$ cat src/rtl/pwm_peripheral_if.sv
// -----------------------------------------------------------------------------
// pwm_peripheral_if
//
// Purpose: bundles the register-block side of the PWM peripheral, which are
// the enable, mode and duty-cycle registers, together with the pin-side
// results.
//
// Signals:
//   en_reg_out_7_0   [7:0]  output enable for out[7:0]    (1 = enabled)
//   en_reg_out_15_8  [7:0]  output enable for out[15:8]
//   en_reg_pwm_7_0   [7:0]  mode for out[7:0]             (1 = PWM, 0 = static high)
//   en_reg_pwm_15_8  [7:0]  mode for out[15:8]
//   pwm_duty_cycle   [7:0]  duty code; high time = code/256 of a period, 0xFF = 100 %
//   out              [15:0] driven output pins
//   period_start            one-clk pulse on the first clk of each PWM period
//
// Modports:
//   master  register block / host side (drives the control registers)
//   slave   the PWM peripheral
// -----------------------------------------------------------------------------
interface pwm_peripheral_if;
    logic [7:0]  en_reg_out_7_0;
    logic [7:0]  en_reg_out_15_8;
    logic [7:0]  en_reg_pwm_7_0;
    logic [7:0]  en_reg_pwm_15_8;
    logic [7:0]  pwm_duty_cycle;
    logic [15:0] out;
    logic        period_start;

    modport master (
        output en_reg_out_7_0,
        output en_reg_out_15_8,
        output en_reg_pwm_7_0,
        output en_reg_pwm_15_8,
        output pwm_duty_cycle,
        input  out,
        input  period_start
    );

    modport slave (
        input  en_reg_out_7_0,
        input  en_reg_out_15_8,
        input  en_reg_pwm_7_0,
        input  en_reg_pwm_15_8,
        input  pwm_duty_cycle,
        output out,
        output period_start
    );
endinterface

$ cat src/rtl/pwm_peripheral.sv
// -----------------------------------------------------------------------------
// pwm_peripheral
//
// Purpose: a 16-channel PWM output block. A single prescaler and an 8-bit
// period counter produce one shared PWM waveform. Each pin is either off,
// static high, or driven by that waveform, so every PWM pin stays
// phase-aligned.
//
// Parameters:
//   PRESCALE  clk cycles per PWM counter step (1..65535). The PWM period is
//             256*PRESCALE clks.
//
// Ports:
//   clk    single clock for all logic
//   rst_n  asynchronous active-low reset
//   bus    pwm_peripheral_if.slave. It carries the enable, mode and duty
//          registers (all synchronous to clk) and returns out and
//          period_start.
//
// Optional feature (macro PWM_SHADOW_EN):
//   When this macro is defined, the duty code is captured into duty_shadow_reg
//   when the counter wraps. A duty change therefore takes effect only at the
//   start of the next period. When it is undefined, the live duty code is
//   compared every clk.
// -----------------------------------------------------------------------------
module pwm_peripheral #(
    parameter int unsigned PRESCALE = 13
) (
    input  logic           clk,
    input  logic           rst_n,
    pwm_peripheral_if.slave bus
);

    localparam logic [15:0] PRESCALE_LAST = 16'(PRESCALE - 1);

    logic [15:0] prescale_cnt_reg;
    logic [7:0]  pwm_cnt_reg;
    logic        pwm_sig_reg;
    logic        period_start_reg;

    logic        step_tick;
    logic        wrap;
    logic [7:0]  duty_eff;
    logic [15:0] en_out;
    logic [15:0] en_pwm;
    logic [15:0] out_vec;

    assign step_tick = (prescale_cnt_reg == PRESCALE_LAST);
    // The last step of the period: pwm_cnt goes 255 -> 0 on this edge.
    assign wrap      = step_tick && (pwm_cnt_reg == 8'hFF);

    always_ff @(posedge clk or negedge rst_n) begin
        if (!rst_n) begin
            prescale_cnt_reg <= '0;
            pwm_cnt_reg      <= '0;
            period_start_reg <= 1'b0;
        end else begin
            if (step_tick) begin
                prescale_cnt_reg <= '0;
                pwm_cnt_reg      <= pwm_cnt_reg + 8'd1;
            end else begin
                prescale_cnt_reg <= prescale_cnt_reg + 16'd1;
            end
            // period_start is registered together with the wrapped counter, so
            // it goes high in the same clk that pwm_cnt reads 0. The count that
            // starts after reset does not wrap, so it produces no pulse.
            period_start_reg <= wrap;
        end
    end

`ifdef PWM_SHADOW_EN
    logic [7:0] duty_shadow_reg;

    always_ff @(posedge clk or negedge rst_n) begin
        if (!rst_n) begin
            duty_shadow_reg <= 8'h00;
        end else if (wrap) begin
            duty_shadow_reg <= bus.pwm_duty_cycle;
        end
    end

    assign duty_eff = duty_shadow_reg;
`else
    assign duty_eff = bus.pwm_duty_cycle;
`endif

    // 0xFF is a special code for 100 % duty. A plain compare would leave one
    // step low in every period.
    always_ff @(posedge clk or negedge rst_n) begin
        if (!rst_n) begin
            pwm_sig_reg <= 1'b0;
        end else if (duty_eff == 8'hFF) begin
            pwm_sig_reg <= 1'b1;
        end else begin
            pwm_sig_reg <= (pwm_cnt_reg < duty_eff);
        end
    end

    assign en_out = {bus.en_reg_out_15_8, bus.en_reg_out_7_0};
    assign en_pwm = {bus.en_reg_pwm_15_8, bus.en_reg_pwm_7_0};

    // The enables and modes are applied combinationally, so a register write
    // shows up on the pins in the same clk. Pins do not wait for a period
    // boundary.
    genvar gi;
    generate
        for (gi = 0; gi < 16; gi++) begin : g_out
            assign out_vec[gi] = en_out[gi] & (~en_pwm[gi] | pwm_sig_reg);
        end
    endgenerate

    assign bus.out          = out_vec;
    assign bus.period_start = period_start_reg;

endmodule

$ cat src/flat_wrapper.sv
// flat-port wrapper written by rule: the top's interface ports become plain ports
module pwm_peripheral_flat 
#(
    parameter int unsigned PRESCALE = 13
)
  (clk, rst_n, bus_en_reg_out_7_0, bus_en_reg_out_15_8, bus_en_reg_pwm_7_0, bus_en_reg_pwm_15_8, bus_pwm_duty_cycle, bus_out, bus_period_start);
  pwm_peripheral_if bus_i ();
  input  logic clk;
  input  logic rst_n;
  input wire logic [$bits(bus_i.en_reg_out_7_0)-1:0] bus_en_reg_out_7_0;
  input wire logic [$bits(bus_i.en_reg_out_15_8)-1:0] bus_en_reg_out_15_8;
  input wire logic [$bits(bus_i.en_reg_pwm_7_0)-1:0] bus_en_reg_pwm_7_0;
  input wire logic [$bits(bus_i.en_reg_pwm_15_8)-1:0] bus_en_reg_pwm_15_8;
  input wire logic [$bits(bus_i.pwm_duty_cycle)-1:0] bus_pwm_duty_cycle;
  output wire logic [$bits(bus_i.out)-1:0] bus_out;
  output wire logic [$bits(bus_i.period_start)-1:0] bus_period_start;
  assign bus_i.en_reg_out_7_0 = bus_en_reg_out_7_0;
  assign bus_i.en_reg_out_15_8 = bus_en_reg_out_15_8;
  assign bus_i.en_reg_pwm_7_0 = bus_en_reg_pwm_7_0;
  assign bus_i.en_reg_pwm_15_8 = bus_en_reg_pwm_15_8;
  assign bus_i.pwm_duty_cycle = bus_pwm_duty_cycle;
  assign bus_out = bus_i.out;
  assign bus_period_start = bus_i.period_start;
  pwm_peripheral #(.PRESCALE(PRESCALE)) u_core (.clk(clk), .rst_n(rst_n), .bus(bus_i));
endmodule
$ cat config.mk
export PLATFORM = sky130hd
export DESIGN_NAME = pwm_peripheral_flat
export DESIGN_NICKNAME = d
export VERILOG_FILES = /design/src/rtl/pwm_peripheral_if.sv /design/src/rtl/pwm_peripheral.sv /design/src/flat_wrapper.sv
export SDC_FILE = /design/constraint.sdc
export NUM_CORES = 1
export LEC_CHECK = 0
export CORE_MARGIN = 2
export CORE_UTILIZATION = 43
export DETAILED_ROUTE_END_ITERATION = 10
export GPL_ROUTABILITY_DRIVEN = 1
export PLACE_DENSITY = 0.79
export SETUP_SLACK_MARGIN = 0.15
export SYNTH_ARGS = -nofsm -noshare
export SYNTH_HDL_FRONTEND = slang
export SYNTH_SLANG_ARGS = --single-unit
export TNS_END_PERCENT = 50
$ cat constraint.sdc
create_clock -name clk -period 1.7 [get_ports clk]
set_input_delay 0.17 -clock clk [delete_from_list [all_inputs] [get_ports clk]]
set_output_delay 0.17 -clock clk [all_outputs]
set_load 0.03 [all_outputs]
==> flow_summary.toml <==
[logic_synthesis]
synth_cells = 143
ys_top_cells_by_area = "dfrtp_1 43%, ha_1 8.4%, a21boi_0 8.0%"
ys_ff_latch = 26
yosysMostFrequentCell = "dfrtp_1"
syn-num-nets = 195
yosys_warnings = 0
synth-edff-count = 0
post-synth-top-area-fraction_pct = 43.5
post_synth_instance_area_mm2 = 0.00150
ys_seq_area_share_pct = 43.5
synth_flop_cell = "dfrtp_1"
synth_top_area_cell = "dfrtp_1"
ys_types = 31
postSynthAreaPerCell_um2 = 10.5
synth_commonest_cells = "26 x dfrtp_1, 16 x a21boi_0, 13 x xnor2_1, 12 x inv_1"
async_flop_share_pct = 100

[drt]
detail_route.first_pass.iterations = 4
routed_wl_um = 3920
drtIter0Drc = 40
vias_per_cell = 5.08
drc_errors = 0
ant_nets = 0
vias = 1300
wl_per_cell_um = 15.3

[worst_setup_path]
crit_type = "flip-flop to flip-flop"
cp-start-kind = "flip-flop"
cp.required_ns = 1.93
critPathMaxFanout = 7
crit-reg2reg-capture = "u_core.pwm_cnt_reg[1]"
cp.arrival_ns = 1.91
r2r_slack_ns = 0.02
cp-startpoint = "u_core.prescale_cnt_reg[2]"
r2r.worst_path.cells = 4
cp-end-kind = "flip-flop"
reg2reg_from = "u_core.prescale_cnt_reg[2]"

[finish]
largest_reg_flops = 16
diodes = 0
finalNonFillerCells = 256
synthToLayoutAreaGrowth_pct = 47.8
nets = 264
multiInputGateArea_um2 = 802
drive_gt1_share_pct = 19.0
final.fill_count = 275
register_area_um2 = 652

[global_routing]
grt_pass1_vias = 1278
antenna_found_initial = 0
grt_max_degree = 27
grt-ovfl-total = 0
grt_pass1_wl_um = 6150
grtUsageTotal_pct = 19.9

[clock_network]
clk_latency_ns = 0.32
cts_tree = "yes"
max-clock-path-buffers = 2
cts-buffers-inserted = 3
clk_pin_slew_worst_paths_ns = 0.13
clk_root_buffer_cell = "clkbuf_4"
h-tree-depth = 1
clkSinkCount = 26

[floorplan]
coreArea_mm2 = 0.00334
die_area_mm2 = 0.00397
rows = 21
start_util_pct = 44.8
dieWidth_um = 63.0
die_y_um = 63.0
ios = 59

[timing]
worst_slack_ns = 0.0168
rsz0062_at_grt = "true"
max_freq_mhz = 594
final.min_clock_period_ns = 1.68
tightest_slew_ns = 0.476
slew_headroom_pct = 67.5
skew_ns = 0.00609
setup_viol = 0
hold_violations = 0
fin_crit_sh_pct = 99.0
slew_viol_final = 0

[place]
io_buffers = 58
placed_cells = 249
dp_worst_setup_slack_ns = -0.121
gp_congestion = 0.706
dpl.hpwl_um = 3010

[power]
p_sw_w = 0.000269
p_int_w = 0.000824
leakage_nw = 1.01
seqPwrFrac_pct = 56.6
p_clk_share_pct = 23.7
swShare_pct = 24.6
vdd_ir_drop_max_uv = 403
power_frac_comb_pct = 19.7
p_total_w = 0.00109
cellPowerDensity_mw_per_mm2 = 494

[worst_hold_path]
hold_path.class = "primary input to asynchronous set/reset pin"

[status]
outcome = "complete, no violations"

[run]
cap_violations = 0
[layer usage]
metal	wire length [µm]	GRT usage, %
met5	0	0
met1	1670	23.7
met2	1980	34.2
met4	80	9.17
met3	192	4.14
[kinds of logic (layout without fill, tap and decap cells)]
logic type,Yosys count,in the layout,synth area share [%]
AND/OR/NAND/NOR,47,47,18.0
flip-flops,26,26,43.5
AO/OA/AOI/OAI,23,23,11.1
XOR/XNOR,20,20,12.2
buffers and inverters,15,82,5.35
adder cells (fa/ha/maj),10,10,8.36
multiplexers,2,2,1.50
[worst max path at each step]
stage                                 end  slack, ns
floorplan           u_core.pwm_cnt_reg[7]       0.15
global placement              bus_out[14]       0.04
detailed placement     u_core.pwm_sig_reg      -0.12
CTS                           bus_out[15]       0.06
global route        u_core.pwm_cnt_reg[1]      -0.03
finish              u_core.pwm_cnt_reg[1]       0.02
[power by group through the flow]
stage               clock network, W  registers (W)   logic, W
finish                      0.000259       0.000619   0.000215
global placement                   0       0.000630   0.000216
CTS                         0.000265       0.000619   0.000214
global route                0.000285       0.000619   0.000230
detailed placement                 0       0.000630   0.000223
floorplan                          0       0.000631  0.0000692
[per-stage QoR]
stage	hold WS, ns	utilization (%)	area, µm²	TNS, ns
final	0.197	66.3	2210	0
after global placement	0.464	64.3	2150	0
after global routing	0.235	66.3	2210	-0.0460
after CTS	0.194	64.4	2150	0
after floorplan	-0.126	-	1500	0
after detailed placement	0.485	64.3	2150	-0.282
[placed cells by master (no fill, tap or decap), drive strengths merged, types with 3 or more instances in the layout]
master,netlist,routed
clkdlybuf4s50,0,42
xnor2,14,14
xor2,6,6
nand2,7,7
inv,12,11
nand3,8,8
clkbuf,1,4
ha,10,10
and3,3,3
nor2,10,10
dfrtp,26,26
a21boi,16,16
nor3,3,3
buf,2,23
nand4,9,9
[critical path: stages, from the launching register on]
cell      delay [ns]
dfrtp_1         0.46
nor4bb_1        0.37
and4_4          0.31
buf_12          0.13
mux2_2          0.32
[final cells by class]
| cell class | count | area share (%) |
|---|---|---|
| clock buffers | 3 | 1.02 |
| inverters | 12 | 2.21 |
| multi-input cells | 102 | 36.3 |
| flip-flops and latches | 26 | 29.5 |
| well taps | 46 | 2.60 |
| repair buffers | 66 | 28.1 |
| repair inverters | 1 | 0.339 |
[timing repair]
action | CTS | global route
resized for setup | 100 | 20
hold buffers | 0 | 0
gates cloned | 1 | 1
hold endpoints to repair | 0 | 0
buffers inserted | 0 | 2
pin swaps | 1 | 4
setup endpoints to repair | 24 | 29
No activity file was read; power rests on OpenSTA's default activity.
